### src/rtl/denoise_pkg.sv
// Shared types and defaults for the outlier drain path.
// State encoding, widths and the read-issue credit rule.
package denoise_pkg;

    localparam int POS_W      = 16;
    localparam int CNT_W      = 2 * POS_W;
    localparam int SETTLE_DEF = 2;

    typedef enum logic [2:0] {
        ST_IDLE,
        ST_RUN,
        ST_FLUSH,
        ST_TRAILER,
        ST_DONE
    } reader_state_t;

    // Buffered plus in-flight reads may never exceed the 2-entry buffer.
    function automatic logic can_issue(
        input logic [1:0] occ,
        input logic       inflight
    );
        return ({1'b0, occ} + {2'b00, inflight}) < 3'd2;
    endfunction

endpackage

### src/rtl/pos_skid_buffer.sv
// Two-entry, order-preserving register buffer for point positions.
// Entry 0 is always the head; freed entries are zeroed.
module pos_skid_buffer #(
    parameter int W = 32
) (
    input  logic         clock,
    input  logic         reset,
    input  logic         push,
    input  logic [W-1:0] push_data,
    input  logic         pop,
    output logic [1:0]   occ,
    output logic [W-1:0] head
);

    logic [W-1:0] e0;
    logic [W-1:0] e1;
    logic         pop_ok;

    assign pop_ok = pop && (occ != 2'd0);
    assign head   = e0;

    always_ff @(posedge clock or posedge reset) begin
        if (reset) begin
            e0  <= '0;
            e1  <= '0;
            occ <= 2'd0;
        end else begin
            case ({push, pop_ok})
                2'b11: begin
                    if (occ == 2'd1) begin
                        e0 <= push_data;
                    end else begin
                        e0 <= e1;
                        e1 <= push_data;
                    end
                end
                2'b01: begin
                    e0  <= e1;
                    e1  <= '0;
                    occ <= occ - 2'd1;
                end
                2'b10: begin
                    if (occ == 2'd0) begin
                        e0 <= push_data;
                    end else begin
                        e1 <= push_data;
                    end
                    occ <= occ + 2'd1;
                end
                default: begin
                end
            endcase
        end
    end

endmodule

### src/rtl/outlier_reader.sv
// Drains the outlier FIFO onto a valid/ready stream toward host DMA.
// Define OUTLIER_READER_TRAILER_EN to append a count trailer beat.
module outlier_reader
    import denoise_pkg::*;
#(
    parameter int N      = POS_W,
    parameter int SETTLE = SETTLE_DEF
) (
    input  logic           clock,
    input  logic           reset,
    input  logic           start,
    input  logic           ctrl_done,
    input  logic           fifo_empty,
    input  logic [N-1:0]   fifo_dout,
    output logic           fifo_rd_en,
    output logic [2*N-1:0] m_data,
    output logic           m_valid,
    input  logic           m_ready,
    output logic           m_last,
    output logic [2*N-1:0] outlier_count,
    output logic           busy,
    output logic           finished
);

    localparam int CW = 2 * N;
    localparam int SW = (SETTLE < 1) ? 1 : $clog2(SETTLE + 1);
    localparam logic [SW-1:0] SETTLE_V = SW'(SETTLE);

    reader_state_t state;
    logic          inflight;
    logic [SW-1:0] settle;
    logic [CW-1:0] count;
    logic [1:0]    occ;
    logic [CW-1:0] head;
    logic          reading;
    logic          data_valid;
    logic          data_xfer;
    logic          trailer;
    logic          quiet;

    assign reading    = (state == ST_RUN) || (state == ST_FLUSH);
    assign fifo_rd_en = reading && !fifo_empty && can_issue(occ, inflight);
    assign data_valid = (occ != 2'd0);
    assign data_xfer  = data_valid && m_ready;
    assign quiet      = ctrl_done && fifo_empty && !inflight;

`ifdef OUTLIER_READER_TRAILER_EN
    assign trailer = (state == ST_TRAILER);
`else
    assign trailer = 1'b0;
`endif

    assign m_valid       = data_valid || trailer;
    assign m_data        = trailer ? count : head;
    assign m_last        = trailer;
    assign outlier_count = count;
    assign busy          = reading;
    assign finished      = (state == ST_DONE);

    pos_skid_buffer #(
        .W (CW)
    ) u_buf (
        .clock     (clock),
        .reset     (reset),
        .push      (inflight),
        .push_data ({{N{1'b0}}, fifo_dout}),
        .pop       (data_xfer),
        .occ       (occ),
        .head      (head)
    );

    always_ff @(posedge clock or posedge reset) begin
        if (reset) begin
            state    <= ST_IDLE;
            inflight <= 1'b0;
            settle   <= '0;
            count    <= '0;
        end else begin
            inflight <= fifo_rd_en;
            if (data_xfer && (count != {CW{1'b1}})) begin
                count <= count + 1'b1;
            end
            case (state)
                ST_IDLE, ST_DONE: begin
                    if (start) begin
                        state  <= ST_RUN;
                        settle <= '0;
                        count  <= '0;
                    end
                end
                ST_RUN: begin
                    settle <= '0;
                    if (ctrl_done) begin
                        state <= ST_FLUSH;
                    end
                end
                ST_FLUSH: begin
                    if (!ctrl_done) begin
                        state  <= ST_RUN;
                        settle <= '0;
                    end else if ((settle == SETTLE_V) && !data_valid) begin
                        settle <= '0;
`ifdef OUTLIER_READER_TRAILER_EN
                        state  <= ST_TRAILER;
`else
                        state  <= ST_DONE;
`endif
                    end else if (quiet) begin
                        // Saturate so a busy output buffer can still drain.
                        if (settle != SETTLE_V) begin
                            settle <= settle + 1'b1;
                        end
                    end else begin
                        settle <= '0;
                    end
                end
`ifdef OUTLIER_READER_TRAILER_EN
                ST_TRAILER: begin
                    if (m_ready) begin
                        state <= ST_DONE;
                    end
                end
`endif
                default: begin
                    state <= ST_IDLE;
                end
            endcase
        end
    end

endmodule

### config.mk
export PLATFORM = sky130hd
export DESIGN_NAME = outlier_reader
export DESIGN_NICKNAME = d
export VERILOG_FILES = /design/src/rtl/denoise_pkg.sv /design/src/rtl/pos_skid_buffer.sv /design/src/rtl/outlier_reader.sv
export SDC_FILE = /design/constraint.sdc
export NUM_CORES = 1
export LEC_CHECK = 0
export CORE_MARGIN = 4
export CORE_UTILIZATION = 56
export CTS_BUF_LIST = sky130_fd_sc_hd__clkbuf_8
export DETAILED_ROUTE_END_ITERATION = 6
export MAX_ROUTING_LAYER = met4
export PLACE_DENSITY = 0.83
export SLEW_MARGIN = 20
export SYNTH_ARGS = -nofsm -noshare
export SYNTH_HDL_FRONTEND = slang
export SYNTH_HIERARCHICAL = 1
export SYNTH_SLANG_ARGS = --single-unit
### constraint.sdc
create_clock -name clock -period 2.5 [get_ports clock]
set_input_delay 0.25 -clock clock [delete_from_list [all_inputs] [get_ports clock]]
set_output_delay 0.25 -clock clock [all_outputs]
set_load 0.1 [all_outputs]
==> impl_metrics.ini, run 1 <==
[floorplanning]
initial_core_util_pct = 58.6
ios = 91
die_x_um = 107
die_h_um = 107
num_rows = 35
dieArea_um2 = 11500
coreArea_um2 = 9420

[timing]
slew_headroom_pct = 54.8
fin_setup_tns_ns = 0
rsz0062_at_grt = false
setup_viol = 0
max_freq_mhz = 434
finClkSkew_ns = 0.0209
finalCritPeriodShare_pct = 92.1
min_period_ns = 2.30
hold_violations = 0
tightestPinTransition_ns = 0.675
drv_slew = 0

[drt]
vias = 4644
routed_via_density = 5.60
ant_nets = 0
dr.first_iter.drc_count = 217
wl_um = 13000
post-route-drc-count = 0
wl_per_cell_um = 15.6
drt-pass1-iter-count = 4

[setup_path]
critPathBufInv = 1
r2r_slack_ns = 0.20
worstSetupPathType = flip-flop to flip-flop
crit_path_top_delay_cell = mux2_2
critPathLaunchType = flip-flop
crit_top_cell = ha_1
cp_max_fo = 25
cp-end-kind = flip-flop
arrival_ns = 2.56
crit_path_cell_trace = inv_1, ha_1, nand2b_1, ha_1, mux2_2, a32oi_1, o21ai_0
cp_top_family = adder cells
cp_slowest_stage_delay_ns = 0.57
cp.required_ns = 2.76

[global_routing]
grt_usage_pct = 24.3
grt_pass1_wl_um = 21800
grt-ovfl-total = 0
grt_antenna_before_repair = 0
grt_pass1_vias = 4590
grt_max_degree = 53

[clocking]
hold_buffers = 0
cts_buffers = 9
clock_latency_ns = 0.38
post_cts_buffers = 0
path_clk_slew_ns = 0.12
cts_resized = 0
clkSinkCount = 104
cts_htree_levels = 3
cts_tree = yes
cts_root_buf = clkbuf_8
clock_tree.buffer_depth = 2

[place]
place_congestion = 0.927
dp_hpwl_um = 9330
port_buffers = 89
dp_cells = 813

[synthesis]
ys_types = 53
ys_seq_area_share_pct = 47.2
synth-edff-count = 0
netlist_top_cells_count = dfrtp_1 (104), nand2_1 (85), o21ai_0 (44)
synth_area_leaders = dfrtp_1 (47%), nand2_1 (5.8%), nand2b_1 (4.3%), o21ai_2 (4.1%), o21ai_0 (4.0%)
avgSynthCellArea_um2 = 9.65
netlist_instances = 571
synth-seq-cells = 104
syn-cell-area_um2 = 5510
ys.flop_type = dfrtp_1
yosys.area.top_type_share_pct = 47.2
yosysWarnings = 6
synthMostInstantiatedCell = dfrtp_1
async_flop_share_pct = 100
yosysTopAreaCell = dfrtp_1

[cells_and_area]
fin_cells = 829
area_growth_syn_to_layout_pct = 22.9
regArea_um2 = 2630
diodes = 0
nFillCells = 712
final_util_pct = 72.0
fin_nets = 727
multi_input_area_um2 = 2770
drive_gt1_share_pct = 24.7

[power_and_ir_drop]
p_leak_nw = 2.99
p_per_area_nw_per_um2 = 1270
fin_total_pwr_w = 0.00861
vdd_ir_drop_max_mv = 1.03

[job]
max_cap_viol_count = 0

[hold_path]
hp-class = primary input to asynchronous set/reset pin

[outcome]
run_status = finished clean
through the flow:
step	setup WS, ns	cell area [um2]	hold slack (ns)
floorplan	0.00708	5690	0.401
global placement	0.110	6590	0.459
detailed placement	0.00436	6590	0.467
CTS	0.194	6780	0.307
global route	0.0202	6780	0.366
finish	0.197	6780	0.293
final cells by class:
type,instances,area share (%)
clock buffer,9,1.83
clock inverter,7,0.960
inverter,16,0.886
multi-input combinational,448,40.8
sequential,104,38.7
tap,129,2.38
timing repair buffer,116,14.4
layer usage:
layer,track usage (%),vias up,share of wire (%)
li1,-,2264,-
met1,30.0,2216,42
met2,41.1,140,51
met3,3.91,24,4.8
met4,7.58,0,2.1
met5,-,-,0
cell usage in the layout (no fill, tap or decap), drive strengths merged, types with 7 or more instances in the layout:
cell / n
nor2: 25
clkbuf: 9
mux2: 8
a22oi: 7
mux2i: 11
or3: 10
inv: 19
ha: 10
o21ai: 80
nand4: 10
conb: 40
dfrtp: 104
clkdlybuf4s50: 21
xnor2: 17
nand3: 10
a32oi: 25
nand2: 85
buf: 95
nand2b: 38
a21oi: 11
sequential cells by signal, summed over array words and instances, names as in the netlist:
signal / flops
outlier_count: 32
u_buf/e1: 32
u_buf/head: 32
state: 3
settle: 2
u_buf/occ: 2
inflight: 1
report_power, final:
part	switching, W	leakage [nW]	internal, W
clock	0.000646	0.0909	0.000383
combinational	0.00356	1.56	0.00148
sequential	0.000349	1.34	0.00219
total	0.00456	2.99	0.00405
cells by family (layout without fill, tap and decap cells):
kind of cell | Yosys count | after routing | share of synthesized area [%]
AO/OA/AOI/OAI | 152 | 152 | 19.3
XOR/XNOR | 18 | 18 | 2.86
adder cells (fa/ha/maj) | 10 | 10 | 2.27
buffers and inverters | 58 | 148 | 5.70
flip-flops | 104 | 104 | 47.2
multiplexers | 19 | 19 | 3.70
other | 1 | 40 | 0.0680
AND/OR/NAND/NOR | 209 | 209 | 18.9
worst paths after layout:
| path | startpoint | endpoint | cells past startpoint |
|---|---|---|---|
| worst max-delay path | u_buf/occ[0] | u_buf/head[7] | 7 |
| worst min-delay path | reset | u_buf/head[6] | 2 |
| worst max register to register | u_buf/occ[0] | u_buf/head[7] | 7 |
| worst min register to register | u_buf/head[31] | u_buf/head[31] | 2 |
| max in group asynchronous | reset | u_buf/occ[1] | 3 |
| min in group clock | fifo_dout[11] | u_buf/e1[11] | 3 |
worst reg2reg max path: stages (launching register included):
cell and delay, ns:
dfrtp_1 0.44, inv_1 0.10, ha_1 0.22, nand2b_1 0.17
ha_1 0.36, mux2_2 0.57, a32oi_1 0.24, o21ai_0 0.10
(Power assumes the default switching activity.)
==> run 2, diff against run 1 <==
--- a/config.mk
+++ b/config.mk
@@ -6,7 +6,7 @@
 export NUM_CORES = 1
 export LEC_CHECK = 0
 export CORE_MARGIN = 4
-export CORE_UTILIZATION = 56
+export CORE_UTILIZATION = 53
 export CTS_BUF_LIST = sky130_fd_sc_hd__clkbuf_8
 export DETAILED_ROUTE_END_ITERATION = 6
 export MAX_ROUTING_LAYER = met4
@@ -14,5 +14,4 @@
 export SLEW_MARGIN = 20
 export SYNTH_ARGS = -nofsm -noshare
 export SYNTH_HDL_FRONTEND = slang
-export SYNTH_HIERARCHICAL = 1
 export SYNTH_SLANG_ARGS = --single-unit
==> run 2 against run 1 <==
Worst setup slack got worse by 0.10 ns; first-iteration DRC count is 26% lower; synthesized area is 26% lower; clock skew decreased by 0.0093 ns; register-to-register slack worse by 0.10 ns; non-clock buffer count decreased by 32; global-route usage down 0.40 points; critical endpoint is now outlier_count[31]; largest cell class unchanged.
==> impl_metrics.ini, run 2 <==
[timing]
tightestPinTransition_ns = 1.04
rsz0062_at_grt = true
slew_headroom_pct = 30.7
min_period_ns = 2.41
max_freq_mhz = 416
setup_viol = 0
drv_slew = 0
finalCritPeriodShare_pct = 96.2
fin_ws_ns = 0.0940
holdWs_ns = 0.278
finClkSkew_ns = 0.0117
hold_violations = 0

[cells_and_area]
regArea_um2 = 1820
final_common_cell = nand2_1
nFillCells = 596
fin_area_um2 = 5030
drive_gt1_share_pct = 22.4
area_growth_syn_to_layout_pct = 22.5
largest_reg_flops = 32
diodes = 0
multi_input_area_um2 = 2120
fin_nets = 566
final_cell_mix = nand2_1 (70), o21ai_0 (62), buf_4 (61)

[hold_path]
hp-class = primary input to asynchronous set/reset pin

[setup_path]
cp_top_family = simple AND/OR/NAND/NOR gates
cp_slowest_stage_delay_ns = 0.51
arrival_ns = 2.62
worstSetupPathType = flip-flop to flip-flop
cp_max_fo = 9
r2r_slack_ns = 0.09
crit_path_cell_trace = inv_1, ha_1, nand2b_1, or3_1, or4_1, nor3_1, a211oi_1
critPathBufInv = 1
cp-end-kind = flip-flop
cp.required_ns = 2.71
crit_path_top_delay_cell = or3_1
critPathLaunchType = flip-flop

[clocking]
clock_latency_ns = 0.36
cts_tree = yes
clock_tree.buffer_depth = 2
clkSinkCount = 72
path_clk_slew_ns = 0.08
cts_htree_levels = 3
cts_buffers = 9
cts_root_buf = clkbuf_8

[drt]
vias = 3704
ant_nets = 0
dr.first_iter.drc_count = 160
post-route-drc-count = 0
drt-pass1-iter-count = 6
routed_via_density = 5.79
wl_um = 10100
wl_per_cell_um = 15.7

[synthesis]
synth_area_leaders = dfrtp_1 (44%), o21ai_0 (7.7%), nand2_1 (6.4%), mux2_2 (4.4%), buf_4 (3.1%)
synth-seq-cells = 72
ys_types = 43
yosysTopAreaCell = dfrtp_1
synthMostInstantiatedCell = dfrtp_1
async_flop_share_pct = 100
avgSynthCellArea_um2 = 8.83
ys_seq_area_share_pct = 43.9
ys.flop_type = dfrtp_1
syn-cell-area_um2 = 4110
netlist_top_cells_count = dfrtp_1 (72), nand2_1 (70), o21ai_0 (63)
synth-edff-count = 0
yosys.area.top_type_share_pct = 43.9
yosysWarnings = 0
netlist_instances = 465

[global_routing]
grt_antenna_before_repair = 0
grt_max_degree = 73
grt_usage_pct = 23.9
grt_pass1_wl_um = 16600
grt-ovfl-total = 0
grt_pass1_vias = 3496

[power_and_ir_drop]
vdd_ir_drop_max_mv = 1.03
p_per_area_nw_per_um2 = 1150
p_leak_nw = 2.14

[floorplanning]
num_rows = 31
die_h_um = 96.0
coreArea_um2 = 7410
initial_core_util_pct = 55.4
ios = 91
die_x_um = 96.0
dieArea_um2 = 9220

[job]
max_cap_viol_count = 0

[place]
place_ws_ns = 0.164
dp_hpwl_um = 7040
place_area_um2 = 4830
port_buffers = 73
place_congestion = 0.963

[outcome]
run_status = finished clean
==> run 2: cell types whose count changed after synthesis, moves of 9 or more <==
cell	delta
a21oi_1	+9
buf_6	-9
o21ai_0	+19
a22oi_1	+9
a32oi_1	-25
o21ai_2	-26
buf_2	-10
buf_4	+14
dfrtp_1	-32
o21ai_1	-10
nand2b_1	-18
mux2i_1	-9
nand2_1	-15
==> run 2: path summary, 6_finish.rpt <==
kind,startpoint,to,depth (start not counted)
worst max-delay path,u_buf.occ[0],outlier_count[31],7
worst max register to register,u_buf.occ[0],outlier_count[31],7
worst min register to register,settle[0],settle[0],1
min in group clock,settle[0],settle[0],1
max in group asynchronous,reset,outlier_count[1],3
worst min-delay path,reset,u_buf.e1[5],3
==> run 2: through the flow <==
stage / setup TNS [ns] / cells / util [%] / total power [W]
floorplan: 0 / 481 / - / 0.00419
global placement: 0 / 624 / 65.2 / 0.00480
detailed placement: 0 / 624 / 65.2 / 0.00488
CTS: 0 / 640 / 67.8 / 0.00583
global route: -0.00152 / 640 / 67.9 / 0.00615
finish: 0 / 640 / 67.9 / 0.00580
==> run 2: cells by family after synthesis <==
family / after synthesis / synth area share [%]
compound gates: 131 / 19.1
xor+xnor: 10 / 2.13
fa+ha+maj: 8 / 2.44
buf+inv: 56 / 6.67
flops: 72 / 43.9
mux: 17 / 4.63
other cells: 1 / 0.0913
simple gates: 170 / 21.0
==> run 2: worst min-delay path, stage by stage <==
cell	delay (ns)
clkdlybuf4s50_1	0.41
inv_2	0.07
buf_12	0.32
==> run 2: routing by layer <==
layer,track usage (%),routed length (um)
met5,-,0
met4,9.83,216
met3,4.22,524
met2,38.4,5030
met1,29.8,4280
==> run 2: final cells by class <==
class | count | area share (%)
repair buffers | 84 | 14.1
flip-flops and latches | 72 | 36.2
well taps | 99 | 2.46
clock inverters | 6 | 1.19
inverters | 16 | 1.19
multi-input cells | 353 | 42.1
clock buffers | 10 | 2.74
==> run 2: what timing repair did <==
item                                    4_1_cts  5_1_grt
gates resized for setup                       0        2
endpoints found under the setup margin        0        9
hold buffers                                  0        0
setup buffers                                 0        0
==> run 2: report_power, final <==
| group | leakage [nW] | internal, W | total [W] | switching (W) |
|---|---|---|---|---|
| combinational | 1.11 | 0.000864 | 0.00316 | 0.00230 |
| sequential | 0.931 | 0.00146 | 0.00171 | 0.000245 |
| clock | 0.103 | 0.000483 | 0.000935 | 0.000452 |
==> run 3, diff against run 2 <==
--- a/config.mk
+++ b/config.mk
@@ -5,8 +5,9 @@
 export SDC_FILE = /design/constraint.sdc
 export NUM_CORES = 1
 export LEC_CHECK = 0
+export ABC_AREA = 1
 export CORE_MARGIN = 4
-export CORE_UTILIZATION = 53
+export CORE_UTILIZATION = 57
 export CTS_BUF_LIST = sky130_fd_sc_hd__clkbuf_8
 export DETAILED_ROUTE_END_ITERATION = 6
 export MAX_ROUTING_LAYER = met4
@@ -14,4 +15,5 @@
 export SLEW_MARGIN = 20
 export SYNTH_ARGS = -nofsm -noshare
 export SYNTH_HDL_FRONTEND = slang
+export SYNTH_HIERARCHICAL = 1
 export SYNTH_SLANG_ARGS = --single-unit
==> run 3 against run 2 <==
First-iteration DRC count rose to 3.3 times the previous value; sequential cell count up 32; clock power up 29%; worst hold slack worse by 0.098 ns; register-to-register slack better by 0.32 ns; maximum frequency up 12%; cell count up 81%; sequential power up 55%; via count up 66%; wire length up 57%; highest routed layer unchanged.
==> impl_metrics.ini, run 3 <==
[floorplanning]
die_x_um = 114
initial_core_util_pct = 58.5
ios = 91
coreArea_um2 = 10900
die_h_um = 114
dieArea_um2 = 13000
num_rows = 38

[clocking]
clock_latency_ns = 0.37
cts_htree_levels = 3
path_clk_slew_ns = 0.10
cts_tree = yes
cts_buffers = 9
clock_tree.buffer_depth = 2
clkSinkCount = 104
post_cts_buffers = 0
cts_resized = 0
cts_root_buf = clkbuf_8
hold_buffers = 0

[timing]
rsz0062_at_grt = false
fin_ws_ns = 0.347
slew_headroom_pct = 58.2
holdWs_ns = 0.180
tightestPinTransition_ns = 0.627
hold_violations = 0
finalCritPeriodShare_pct = 86.1
setup_viol = 0
finClkSkew_ns = 0.0105
drv_slew = 0
fin_setup_tns_ns = 0
max_freq_mhz = 465
min_period_ns = 2.15

[global_routing]
grt_max_degree = 62
grt_pass1_wl_um = 27000
grt_usage_pct = 25.9
grt-ovfl-total = 0
grt_pass1_vias = 5889
grt_antenna_before_repair = 0

[setup_path]
cp-end-kind = output pin
cp_max_fo = 5
crit_top_cell = inv_1
worstReg2RegStart = u_buf/occ[0]
endpoint = fifo_rd_en
critPathBufInv = 3
cp_top_family = buffers and inverters
reg2reg_depth = 9
r2r_slack_ns = 0.41
crit_path_cell_trace = inv_1, nand3_1, nand2_4, inv_1, a2111oi_4, buf_12
startpoint = state[2]
cp.required_ns = 2.25
crit_path_top_delay_cell = a2111oi_4
cp_slowest_stage_delay_ns = 0.41
arrival_ns = 1.90
timing.rr.end = u_buf/head[3]
worstSetupPathType = flip-flop to output pin
critPathLaunchType = flip-flop
cp.depth = 6

[synthesis]
synthMostInstantiatedCell = nand2_1
synth_xor_area_share_pct = 0.137
yosys.area.top_type_share_pct = 40.6
ys.flop_type = dfrtp_1
netlist_top_cells_count = nand2_1 (345), nand3_1 (125), dfrtp_1 (104)
muxShareOfSynthArea_pct = 0
ys_seq_area_share_pct = 40.6
yosys.area_share.adder_pct = 1.95
yosysTopAreaCell = dfrtp_1
syn-cell-area_um2 = 6400
ys_types = 31
synth-seq-cells = 104
netlist_instances = 894
synth-edff-count = 0
yosysWarnings = 6
synthSimpleGateAreaFrac_pct = 41.4
async_flop_share_pct = 100
synth_top_family_by_area = simple AND/OR/NAND/NOR gates
avgSynthCellArea_um2 = 7.16
synth_compound_gate_area_share_pct = 7.86
synth_area_leaders = dfrtp_1 (41%), nand2_1 (20%), nand3_1 (9.8%), nor2_1 (5.3%), o21ai_2 (4.4%)

[place]
port_buffers = 89
place_congestion = 0.892
place_ws_ns = 0.359
dp_hpwl_um = 10700

[hold_path]
hp-class = primary input to asynchronous set/reset pin

[drt]
dr.first_iter.drc_count = 530
wl_um = 15700
ant_nets = 0
post-route-drc-count = 0
wl_per_cell_um = 13.6
routed_via_density = 5.30
drt-pass1-iter-count = 5
vias = 6153

[power_and_ir_drop]
p_leak_nw = 3.85
fin_total_pwr_w = 0.0101
p_per_area_nw_per_um2 = 1330
vdd_ir_drop_max_mv = 0.904

[cells_and_area]
fin_nets = 1047
final_util_pct = 69.7
drive_gt1_share_pct = 17.5
area_growth_syn_to_layout_pct = 19.1
final_cell_mix = nand2_1 (344), nand3_1 (125), dfrtp_1 (104)
final_common_cell = nand2_1
nFillCells = 894
diodes = 0

[job]
max_cap_viol_count = 0

[outcome]
run_status = finished clean
==> run 3: cell count changes after synthesis, moves of 32 or more <==
cell	before	now
dfrtp_1	72	104
nand3_1	11	125
o21ai_0	63	8
nor2_1	19	91
o21ai_2	0	32
nand2_1	70	345
==> run 3: per-layer routing <==
layer	part of all wire [%]	track usage, %
met2	50	44.2
met4	1.9	8.47
met1	42	31.8
met3	5.3	3.82
met5	0	-
==> run 3: area by class of cell <==
class                   instances  area (um2)  share of cell area [%]
multi-input cells             741        3500                    45.9
flip-flops and latches        104        2600                    34.1
repair buffers                108         926                    12.1
inverters                      51         191                    2.51
well taps                     140         175                    2.30
clock buffers                  11         151                    1.99
clock inverters                 5        80.1                    1.05
==> run 3: logic make-up (layout without fill, tap and decap cells) <==
family                     after synthesis  count (layout)
AOI/OAI and AO/OA                       74              74
xor gates and xnor gates                 1               1
adders and majority gates               10              10
buffers and inverters                   97             175
DFF                                    104             104
other                                    1              49
and+or+nand+nor                        607             607
==> run 3: metrics by stage <==
stage / cell area (um2) / instances
2_1_floorplan: 6610 / 942
3_3_place_gp: 7390 / 1144
3_5_place_dp: 7390 / 1144
4_1_cts: 7620 / 1160
5_1_grt: 7620 / 1160
6_report: 7620 / 1160
==> run 3: how the worst min path moves through the flow <==
stage	from	slack, ns	end
global placement	u_buf/head[11]	0.47	u_buf/head[11]
global route	reset	0.21	u_buf/occ[1]
floorplan	ctrl_done	0.36	state[0]
detailed placement	u_buf/head[13]	0.47	u_buf/head[13]
CTS	reset	0.18	u_buf/head[27]
finish	reset	0.18	u_buf/occ[1]
==> run 3: power by group <==
part           internal, W  switching [W]
Sequential         0.00224       0.000415
Combinational      0.00170        0.00455
Clock             0.000618       0.000589
Total              0.00455        0.00555
